<file path="src/rtl/sync_fifo_prog.sv">
// Synchronous FIFO with programmable almost-full/almost-empty thresholds, sticky
// overflow/underflow flags and a selectable registered or show-ahead read port.
module sync_fifo_prog #(
    parameter int unsigned DATA_WIDTH = 16,
    parameter int unsigned DEPTH      = 8,
    parameter int unsigned ADDR_WIDTH = $clog2(DEPTH),
    parameter int unsigned FWFT       = 0
) (
    input  logic                  clk,
    input  logic                  reset_n,
    input  logic                  write_en,
    input  logic                  read_en,
    input  logic [DATA_WIDTH-1:0] data_in,
    input  logic [ADDR_WIDTH:0]   af_thresh,
    input  logic [ADDR_WIDTH:0]   ae_thresh,
    input  logic                  clr_err,
    output logic [DATA_WIDTH-1:0] data_out,
    output logic                  valid,
    output logic [ADDR_WIDTH:0]   count,
    output logic                  full,
    output logic                  empty,
    output logic                  almost_full,
    output logic                  almost_empty,
    output logic                  overflow,
    output logic                  underflow
);

    localparam logic [ADDR_WIDTH:0]   CountMax = (ADDR_WIDTH + 1)'(DEPTH);
    localparam logic [ADDR_WIDTH:0]   CountOne = (ADDR_WIDTH + 1)'(1);
    localparam logic [ADDR_WIDTH-1:0] PtrOne   = ADDR_WIDTH'(1);

    logic [DATA_WIDTH-1:0] mem_q [DEPTH];

    logic [ADDR_WIDTH-1:0] wr_ptr_q, wr_ptr_d;
    logic [ADDR_WIDTH-1:0] rd_ptr_q, rd_ptr_d;
    logic [ADDR_WIDTH:0]   count_q, count_d;
    logic                  overflow_q, overflow_d;
    logic                  underflow_q, underflow_d;
    logic                  rd_acc, wr_acc;

    assign full         = (count_q == CountMax);
    assign empty        = (count_q == '0);
    assign almost_full  = (count_q >= af_thresh);
    assign almost_empty = (count_q <= ae_thresh);
    assign count        = count_q;
    assign overflow     = overflow_q;
    assign underflow    = underflow_q;

    // A full FIFO still takes a write when a read frees a slot in the same cycle.
    assign rd_acc = read_en && !empty;
    assign wr_acc = write_en && (!full || rd_acc);

    always_comb begin
        wr_ptr_d = wr_ptr_q;
        rd_ptr_d = rd_ptr_q;
        count_d  = count_q;
        if (wr_acc) begin
            wr_ptr_d = wr_ptr_q + PtrOne;
        end
        if (rd_acc) begin
            rd_ptr_d = rd_ptr_q + PtrOne;
        end
        unique case ({wr_acc, rd_acc})
            2'b10:   count_d = count_q + CountOne;
            2'b01:   count_d = count_q - CountOne;
            default: count_d = count_q;
        endcase
    end

    // Set beats clear when both happen in one cycle.
    always_comb begin
        overflow_d  = overflow_q;
        underflow_d = underflow_q;
        if (clr_err) begin
            overflow_d  = 1'b0;
            underflow_d = 1'b0;
        end
        if (write_en && !wr_acc) begin
            overflow_d = 1'b1;
        end
        if (read_en && !rd_acc) begin
            underflow_d = 1'b1;
        end
    end

    always_ff @(posedge clk or negedge reset_n) begin
        if (!reset_n) begin
            wr_ptr_q    <= '0;
            rd_ptr_q    <= '0;
            count_q     <= '0;
            overflow_q  <= 1'b0;
            underflow_q <= 1'b0;
        end else begin
            wr_ptr_q    <= wr_ptr_d;
            rd_ptr_q    <= rd_ptr_d;
            count_q     <= count_d;
            overflow_q  <= overflow_d;
            underflow_q <= underflow_d;
        end
    end

    // Storage is deliberately left out of reset.
    always_ff @(posedge clk) begin
        if (wr_acc) begin
            mem_q[wr_ptr_q] <= data_in;
        end
    end

    if (FWFT != 0) begin : g_fwft
        assign data_out = mem_q[rd_ptr_q];
        assign valid    = !empty;
    end else begin : g_reg
        logic [DATA_WIDTH-1:0] dout_q, dout_d;
        logic                  valid_q;

        always_comb begin
            dout_d = dout_q;
            if (rd_acc) begin
                dout_d = mem_q[rd_ptr_q];
            end
        end

        always_ff @(posedge clk or negedge reset_n) begin
            if (!reset_n) begin
                dout_q  <= '0;
                valid_q <= 1'b0;
            end else begin
                dout_q  <= dout_d;
                valid_q <= rd_acc;
            end
        end

        assign data_out = dout_q;
        assign valid    = valid_q;
    end

endmodule

</file>
<file path="config.mk">
export PLATFORM = sky130hd
export DESIGN_NAME = sync_fifo_prog
export DESIGN_NICKNAME = d
export VERILOG_FILES = /design/src/rtl/sync_fifo_prog.sv
export SDC_FILE = /design/constraint.sdc
export NUM_CORES = 1
export LEC_CHECK = 0
export CAP_MARGIN = 20
export CORE_ASPECT_RATIO = 0.5
export CORE_MARGIN = 4
export CORE_UTILIZATION = 51
export CTS_CLUSTER_DIAMETER = 50
export DETAILED_ROUTE_END_ITERATION = 7
export GPL_TIMING_DRIVEN = 0
export PLACE_DENSITY_LB_ADDON = 0.12
export SYNTH_ARGS = -nofsm -noshare
export SYNTH_HDL_FRONTEND = slang
export SYNTH_SLANG_ARGS = --single-unit
</file>
<file path="constraint.sdc">
create_clock -name clk -period 3 [get_ports clk]
set_input_delay 0.45 -clock clk [delete_from_list [all_inputs] [get_ports clk]]
set_output_delay 0.45 -clock clk [all_outputs]
set_load 0.01 [all_outputs]
</file>
==> summary.txt <==
Status
  • Outcome: complete, no violations

Hold path
  • Hold crit path type: in -> async

Final layout
  • Nets: 520
  • Most common cell after layout, fill and taps aside: edfxtp_1
  • # fillers: 864
  • Antenna cell count: 0
  • Share of cells above drive strength 1: between 10% and 20%
  • Final instance area: 7930 µm²
  • Commonest non-fill, non-tap cells in the layout: 128 x edfxtp_1, 54 x clkdlybuf4s50_1, 32 x mux2i_1
  • Layout area overhead: 23.7%
  • Final instance count without filler cells: 655

STA
  • Final number of max-transition violations: 0
  • Final worst slack: 121 ps
  • RSZ-0062 raised after global routing: false
  • Fmax: 347 MHz
  • # setup viols final: 0
  • Clk_skew: 7.40 ps
  • Worst-Margin Slew: ~970 ps
  • Slew headroom: between 30% and 40%
  • Min Clock Period, post-route: 2880 ps
  • Part of the cycle the worst path needs: 96.0%
  • Final hold violation count: 0
  • Setup tns final: 0 ps

Worst setup path
  • Crit path largest cell delay: 560 ps
  • CP arrival: 2430 ps
  • R2R cell count: 8
  • Cell breakdown of the critical path: clkdlybuf4s50_1, inv_1, ha_1, nor2b_1, o21a_1, o21a_1, o21ai_0, clkdlybuf4s50_1
  • Critical Path Source Type: primary input
  • WS Path Type: in -> out
  • CP Capture Type: output port
  • Slowest stage cell on the critical path: clkdlybuf4s50_1
  • R2r setup slk: 190 ps
  • CP max FO: 2
  • Worst r2r src: count[1]$_DFFE_PN0P_
  • Worst R2R End: count[3]$_DFFE_PN0P_
  • CP Data Required Time: 2550 ps

Drt
  • Wire per inst: approximately 22 µm
  • Detail Route Antenna Nets: 0
  • Via count: 3,789
  • DRC viols: 0
  • Vias per cell: 5.78
  • DRT iter0 DRCs: 283
  • WL final: 14.7 mm
  • DR pass1 iterations: 5

Die
  • Die ar.: 14,500 µm²
  • Initial Util: between 50% and 60%
  • Die X: 167 µm
  • Cell Rows: 28
  • Ports: 56
  • Core area: 12,100 µm²
  • Die Ht: approximately 87 µm

Pwr
  • Switching pwr: between 2 and 3 mW
  • Sequential power share: 38.5%
  • Leakage power: just under 3 nW
  • Clock network fraction of total power: 27.3%
  • Switching part of the total: 33.4%
  • Pint: 5.31 mW
  • VDD IR max: ~690 µV
  • Logic pwr share: 34.2%
  • PD cells: a little over 1000 nW/µm²

GRT
  • Initial antenna violation count: 0
  • Largest net degree at the start of global routing: 30
  • Tot GR Track Use: 21.3%
  • First-pass GRT wire length: 22.9 mm
  • Via count of the first global-routing pass: ~4,100
  • Total grt overflow: 0

CTS
  • CTS tree: yes
  • Post-CTS Hold Buffers: 0
  • CTS clk-pin slew, worst paths: 70 ps
  • Root Driver: clkbuf_16
  • Clk buf depth: 2
  • Clk sinks: 157
  • Clock Latency Late Sink: 420 ps
  • H-tree Lvls: 4
  • Cts bufs inserted: 17

Place
  • Placed cell area: between 7000 and 8000 µm²
  • Routability cong.: 0.816
  • Detailed placement HPWL: 9.74 mm
  • Port Buffers: 55
  • Placed insts: 623
  • Pre-CTS setup slack: around 110 ps

Flow run
  • Max cap viols: 0

Synth
  • Syn nets: between 400 and 500
  • Synth warnings: 0
  • Cells after Synth: 393
  • Sequential cell area fraction in the yosys report: 71.3%
  • Flops & latches, synth: 157
  • Mean Syn Cell Area: 16.3 µm²
  • Post-synth EDFFs: 128
  • Post-synth ARST share: 18.5%
  • Top_reg_cell synth: edfxtp_1
  • Syn Std Cell Area: roughly 6400 µm²
  • Unique cell type count in the Yosys netlist: 39
==> cells in the mapped netlist, drive strengths merged, types with 4 or more instances <==
cell | instances | area (µm²)
nand2b | 6 | 37.5
nand2 | 30 | 113
mux2i | 32 | 320
xnor2 | 5 | 43.8
clkbuf | 4 | 15.0
dfrtp | 29 | 726
nor2 | 5 | 18.8
a221o | 16 | 160
edfxtp | 128 | 3840
nor3 | 5 | 25.0
buf | 14 | 138
ha | 13 | 163
mux2 | 32 | 360
inv | 14 | 52.6
o22ai | 16 | 100
o21ai | 21 | 105
==> per-stage QoR <==
stage / util, % / hold WS [ps] / total power [mW]
2_1_floorplan: - / 154 / 4.71
3_3_place_gp: 59.5 / 473 / 5.62
3_5_place_dp: 60.8 / 483 / 5.84
4_1_cts: 65.8 / 117 / 8.01
5_1_grt: 65.8 / 156 / 8.36
6_report: 65.8 / 113 / 7.97
==> repair_timing <==
| action | CTS | global route |
|---|---|---|
| resized for setup | 0 | 1 |
| buffers inserted | 0 | 0 |
| endpoints found under the setup margin | 0 | 1 |
==> logic make-up after synthesis <==
| family | synth area share [%] |
|---|---|
| fa+ha+maj | 2.85 |
| buf+inv | 3.28 |
| simple gates | 4.27 |
| xor+xnor | 0.820 |
| flops | 71.3 |
| compound gates | 6.89 |
| mux | 10.6 |
==> registers in the layout, indices dropped and copies added (netlist names) <==
name       count
count          4
mem_q        128
underflow      1
data_out      16
valid          1
rd_ptr_q       3
overflow       1
wr_ptr_q       3
==> power groups by stage <==
stage | clock [mW] | combinational [mW] | sequential (mW)
after CTS | 2.20 | 2.74 | 3.07
after floorplan | 0 | 1.59 | 3.12
after global placement | 0 | 2.54 | 3.08
after detailed placement | 0 | 2.73 | 3.12
final | 2.17 | 2.72 | 3.07
after global routing | 2.30 | 2.94 | 3.12
==> worst max-delay path by stage <==
stage | from | to | slack (ps) | cells after the start
3_5_place_dp | ae_thresh[1] | almost_empty | 110 | 8
4_1_cts | count[0]$_DFFE_PN0P_ | almost_full | 70 | 7
6_report | ae_thresh[1] | almost_empty | 120 | 8
5_1_grt | ae_thresh[1] | almost_empty | 6 | 8
2_1_floorplan | count[3]$_DFFE_PN0P_ | mem_q[0][0]$_DFFE_PP_ | 3 | 4
3_3_place_gp | read_en | mem_q[0][2]$_DFFE_PP_ | -2030 | 4
==> critical path: cells and delay by family <==
family,cells,cell delay [ps]
buf+inv,3,1080
compound gates,3,450
fa+ha+maj,1,300
simple gates,1,150
==> layout make-up <==
cell class	instances	area (µm²)	share of cell area (%)
Clock inverter	14	173	2.18
Tap cell	165	206	2.60
Sequential cell	157	4570	57.7
Buffer	18	153	1.93
Inverter	15	57.6	0.726
Multi-Input combinational cell	203	1670	21.0
Timing Repair Buffer	65	673	8.49
Clock buffer	18	429	5.41
==> routing by layer <==
metal  vias to the layer above  track usage (%)  share of wire (%)  routed length, µm
met2                       152             35.6                 47               6940
met5                         -                0                  0                  0
met4                         0             8.17                2.0                289
met1                      1916             27.7                 44               6400
li1                       1686                -                  -                  -
met3                        35             5.12                7.0               1030
Note: power is estimated with default switching activity, not from simulation.
==> variant 1 (same settings) <==
Make the reset (`reset_n`) synchronous in 2 clocked blocks.
--- a/src/rtl/sync_fifo_prog.sv
+++ b/src/rtl/sync_fifo_prog.sv
@@ -83,7 +83,7 @@
         end
     end
 
-    always_ff @(posedge clk or negedge reset_n) begin
+    always_ff @(posedge clk) begin
         if (!reset_n) begin
             wr_ptr_q    <= '0;
             rd_ptr_q    <= '0;
@@ -120,7 +120,7 @@
             end
         end
 
-        always_ff @(posedge clk or negedge reset_n) begin
+        always_ff @(posedge clk) begin
             if (!reset_n) begin
                 dout_q  <= '0;
                 valid_q <= 1'b0;
Function: differs if reset_n is asserted again (counterexample within 4 cycles, from zero or initial values and one cycle with reset_n low); with reset_n held inactive, the same outputs for 10 cycles.
==> variant 1 against the original RTL <==
Clock power down 6%. Sequential cell count unchanged. Highest routed layer unchanged. Global-route usage down 1.5 points. Area after synthesis down 1.7%. Setup slack better by 0.035 ns. Power down 17%. Sequential share of layout area down 1.1 points. Count of clock-buffer cells in the layout unchanged. Critical path type is now reg2out. Routed wire length down 10%. Final area down 1.3%.
==> variant 1: results (changes against the original RTL) <==
Status
  – Status: finished, final reports clean

Finish
  – Nonclk inv count: 10 (-5)
  – Storage cell area: 4420 um^2 (-3.2%)
  – Share of cells above drive strength 1: 21.7% (+4.0 points)
  – Multi-Input Combinational: 170 (-16%)
  – Non-clock buffer share: 11.0% (+0.56 points)
  – Multi-input logic area: 1730 um^2 (+3.9%)
  – Non-clock buffer count in the final layout: 87 (+4.8%)
  – Nets: 485 (-6.7%)
  – Clk tree area frac: 7.23% (-0.36 points)

Synth
  – Syn nets: 401 (-8.0%)
  – Syn_area_per_cell: 17.6 um^2 (+7.6%)
  – Commonest cells in the netlist: edfxtp_1, mux4_2, dfxtp_1
  – Async SR Flop Fraction: 0% (-18 points)
  – Multiplexer share of the synthesized area: 14.1% (+3.5 points)
  – Synth Area in Compound Gates: 5.26% (-1.6 points)
  – Top cells by area, synth: edfxtp_1, mux4_2, dfxtp_1, mux2i_1, ha_1
  – Adder-cell share of the synthesized area: 2.70% (-0.15 points)
  – Post-synthesis sequential area ratio: 70.2% (-1.1 points)

Clock network
  – Clk slew on worst S/H paths: 0.06 ns

Worst setup path
  – R2R Path End: count[3]$_SDFFE_PN0P_
  – Worst r2r path cells: 10 (+2)
  – CP Launch Point: count[1]$_SDFFE_PN0P_
  – Worst reg-to-reg setup slack: 0.60 ns (+0.41 ns)
  – Reg2Reg Launch Point: count[3]$_SDFFE_PN0P_
  – Largest fanout on the critical path: 10 (+8)
  – Arrival time at the worst endpoint: 2.39 ns (-0.04 ns)
  – Nature of the critical path endpoint: output pin

Place
  – Port-buffer cells: 54 (-1.8%)
  – GP Congestion: 0.760 (-6.9%)
  – Dpl cells: 589 (-5.5%)
  – Dpl hpwl: 8.83 mm (-9.3%)
  – Dpl ws: 0.162 ns (+0.0495 ns)

Timing
  – Fmax: 0.352 GHz (+1.2%)
  – Slew headroom: 36.2% (+1.6 points)
  – Clock skew: 0.00853 ns (+0.00113 ns)
  – Hold Slack: 0.325 ns (+0.212 ns)

Global route
  – Vias in the first global route: 3,573 (-13%)
  – Met3 Usage GRT: 4.99% (-0.13 points)
  – Total GRT Usage: 19.8% (-1.5 points)
  – Met2 Use GR: 31.3% (-4.3 points)
  – Largest net degree at the start of global routing: 17 (-43%)
  – Initial antenna violation count: 0 (unchanged)

Detailed routing
  – Drt pass-1 iters: 4 (-1)
  – Wl on met1: 5.73 mm (-11%)
  – WL met2: 6.31 mm (-9.1%)
  – DR vias: 3,503 (-7.5%)
  – DR WL met3: 1.01 mm (-1.4%)
  – Initial drt markers: 261 (-7.8%)

Power
  – Leakage power figure: 2.64 nW (-9.8%)
  – Internal Pwr Total: 4.72 mW (-11%)
  – Max VDD drop: 444 uV (-36%)

Hold path
  – Hold WC Path Type: in2reg
## variant 1: cell types whose count changed after synthesis, moves of 16 or more
cell / change
a221o_1: -16
o21ai_1: -16
mux2_2: -19
dfrtp_1: -29
nand2_1: -24
a21oi_1: +19
o22ai_1: -16
dfxtp_1: +29
mux4_2: +32
## variant 1: through the flow
stage / instance area (um^2) / util [%] / TNS, ns / total power [mW]
6_report: 7820 / 65.5 / 0 / 6.64
5_1_grt: 7820 / 65.5 / 0 / 6.99
3_3_place_gp: 7050 / 59.0 / -114.60 / 4.60
4_1_cts: 7820 / 65.5 / 0 / 6.70
2_1_floorplan: 6300 / - / 0 / 3.93
3_5_place_dp: 7260 / 60.7 / 0 / 4.68
## variant 1: power groups by stage
stage,Combinational [mW],Sequential (mW),Clock [mW]
final,1.90,2.71,2.03
after CTS,1.94,2.71,2.05
after detailed placement,1.92,2.76,0
after floorplan,1.14,2.79,0
after global routing,2.09,2.73,2.16
after global placement,1.85,2.75,0
==> variant 2 (same flow settings) <==
Without the edit above. Set the parameter `DATA_WIDTH` to 32 (it was 16).
--- a/src/rtl/sync_fifo_prog.sv
+++ b/src/rtl/sync_fifo_prog.sv
@@ -1,7 +1,7 @@
 // Synchronous FIFO with programmable almost-full/almost-empty thresholds, sticky
 // overflow/underflow flags and a selectable registered or show-ahead read port.
 module sync_fifo_prog #(
-    parameter int unsigned DATA_WIDTH = 16,
+    parameter int unsigned DATA_WIDTH = 32,
     parameter int unsigned DEPTH      = 8,
     parameter int unsigned ADDR_WIDTH = $clog2(DEPTH),
     parameter int unsigned FWFT       = 0
Interface: changed (resized data_in and data_out); port bits go from 56 to 88. No check against the original RTL was run, so the function may have changed too.
==> variant 2 against the original RTL <==
Non-clock buffer count up 60. Sequential cell count increased by 144. Core utilization down 2.3 points. Area after synthesis increased by 85%. Sequential power increased by 88%. Clock power rose by 76%. Setup slack worse by 0.011 ns. Routed wire length is 75% higher. Power rose by 78%. Die area is 78% higher. Register-to-register slack improved by 0.14 ns. Final area is 82% higher. Largest cell class unchanged.
==> variant 2: results (changes against the original RTL) <==
Finish
  – Largest register FFs: 256 (+100%)
  – Non-clock buffer count in the final layout: 143 (+72%)
  – Filler instances: 1,602 (+85%)
  – Multi-Input Combinational: 331 (+63%)
  – Antenna Cells: 0 (unchanged)
  – Fraction of area in multi-input gates: 19.4% (-1.6 points)
  – Layout clock buffer count: 29 (+11)
  – Share of cells above drive strength 1: 20.9% (+3.1 points)
  – Storage cell area: 8820 um^2 (+93%)
  – Non-clock buffer share: 9.71% (-0.71 points)
  – Clk tree area frac: 6.86% (-0.73 points)
  – Non-Filler Instances: 1,145 (+75%)
  – Nets: 878 (+69%)

Global route
  – Total GRT Usage: 19.9% (-1.4 points)
  – Initial antenna violation count: 1 (+1)
  – Largest net degree at the start of global routing: 27 (-10%)
  – Met3 Usage GRT: 3.47% (-1.7 points)
  – Met2 Use GR: 31.7% (-3.8 points)
  – First-pass GRT wire length: 39.1 mm (+71%)
  – Met1 usage: 30.0% (+2.3 points)

Clock network
  – Hold-fix buffers, CTS: 1 (+1)
  – Max clock buf depth: 3 (+1)
  – # H-tree levels: 1 (-3)
  – Num CTS Buffers: 27 (+10)
  – Clk Latency, worst-skew pair: 0.53 ns (+0.11 ns)
  – Resize count post-CTS: 1 (+1)
  – Clock sinks: 301 (+92%)

Synth
  – Async SR Flop Fraction: 15.0% (-3.5 points)
  – Netlist cell types: 42 (+7.7%)
  – Syn_area_per_cell: 17.3 um^2 (+6.3%)
  – Post-synthesis sequential area ratio: 74.5% (+3.2 points)
  – Ys Warns: 0 (unchanged)
  – Post-synth EDFFs: 256 (+100%)
  – Commonest cells in the netlist: edfxtp_1, mux2_2, mux2i_1
  – Syn nets: 741 (+70%)
  – Top cells by area, synth: edfxtp_1, dfrtp_1, mux2_2, mux2i_1, o221ai_1

Detailed routing
  – DR top layer: met5
  – WL met2: 11.7 mm (+68%)
  – Initial drt markers: 572 (+100%)
  – Routed len/inst: 22.4 um (about the same)
  – DR vias: 6,480 (+71%)
  – Wl on met1: 12.1 mm (+90%)
  – DR WL met3: 1.49 mm (+45%)

Worst setup path
  – Arrival time at the worst endpoint: 2.44 ns
  – Largest fanout on the critical path: 6 (+4)
  – Critical Path Max Stage Delay: 0.47 ns (-0.09 ns)

Place
  – Port-buffer cells: 87 (+58%)
  – Dpl hpwl: 16.9 mm (+74%)
  – Area after DPL: 13,400 um^2 (+83%)
  – GP Congestion: 0.722 (-12%)

Power
  – Clock Power Share: 27.0% (-0.3 points)
  – Power in sequential cells: 5.76 mW (+88%)
  – Max VDD drop: 572 uV (-17%)
  – Leakage power figure: 5.17 nW (+76%)
  – Combinational share of power: 32.6% (-1.6 points)
  – Switching power: 4.35 mW (+64%)

Status
  – Status: finished, final reports clean

Timing
  – Slew headroom: 46.7% (+12 points)
  – Clock skew: 0.0218 ns (+0.0144 ns)

Floorplanning
  – Die Wd: 223 um (+34%)
## variant 2: cell count changes in the layout (fill, tap and decap cells not counted), sizes merged, moves of 16 or more
| cell | delta |
|---|---|
| a22oi | +24 |
| buf | +18 |
| clkbuf | +20 |
| clkdlybuf4s50 | +31 |
| dfrtp | +16 |
| edfxtp | +128 |
| mux2 | +32 |
| mux2i | +32 |
| nand2 | +16 |
| o21ai | +16 |
| o221ai | +24 |
## variant 2: final timing paths
check	end	slack, ns	start	cells past startpoint
worst max-delay path	almost_full	0.11	count[0]$_DFFE_PN0P_	7
worst min-delay path	valid$_DFF_PN0_	0.45	reset_n	2
worst max register to register	count[3]$_DFFE_PN0P_	0.33	count[1]$_DFFE_PN0P_	8
worst min register to register	data_out[22]$_DFFE_PN0P_	0.48	data_out[22]$_DFFE_PN0P_	2
max in group asynchronous	data_out[7]$_DFFE_PN0P_	1.92	reset_n	3
min in group clk	data_out[22]$_DFFE_PN0P_	0.48	data_out[22]$_DFFE_PN0P_	2
## variant 2: logic make-up (layout without fill, tap and decap cells)
family / count (synthesis) / after routing / synth area share (%)
xor+xnor: 6 / 6 / 0.444
simple gates: 72 / 72 / 2.86
buf+inv: 50 / 206 / 2.46
mux: 128 / 128 / 11.5
fa+ha+maj: 14 / 14 / 1.54
compound gates: 111 / 111 / 6.67
flops: 301 / 301 / 74.5
## variant 2: per-stage QoR
step,util [%],hold slack (ns),worst slack (ns)
finish,63.5,0.446,0.110
global route,63.5,0.500,0.00384
CTS,63.3,0.450,0.0170
detailed placement,58.9,0.475,-0.0644
global placement,57.5,0.470,-3.03
floorplan,-,0.154,-0.597
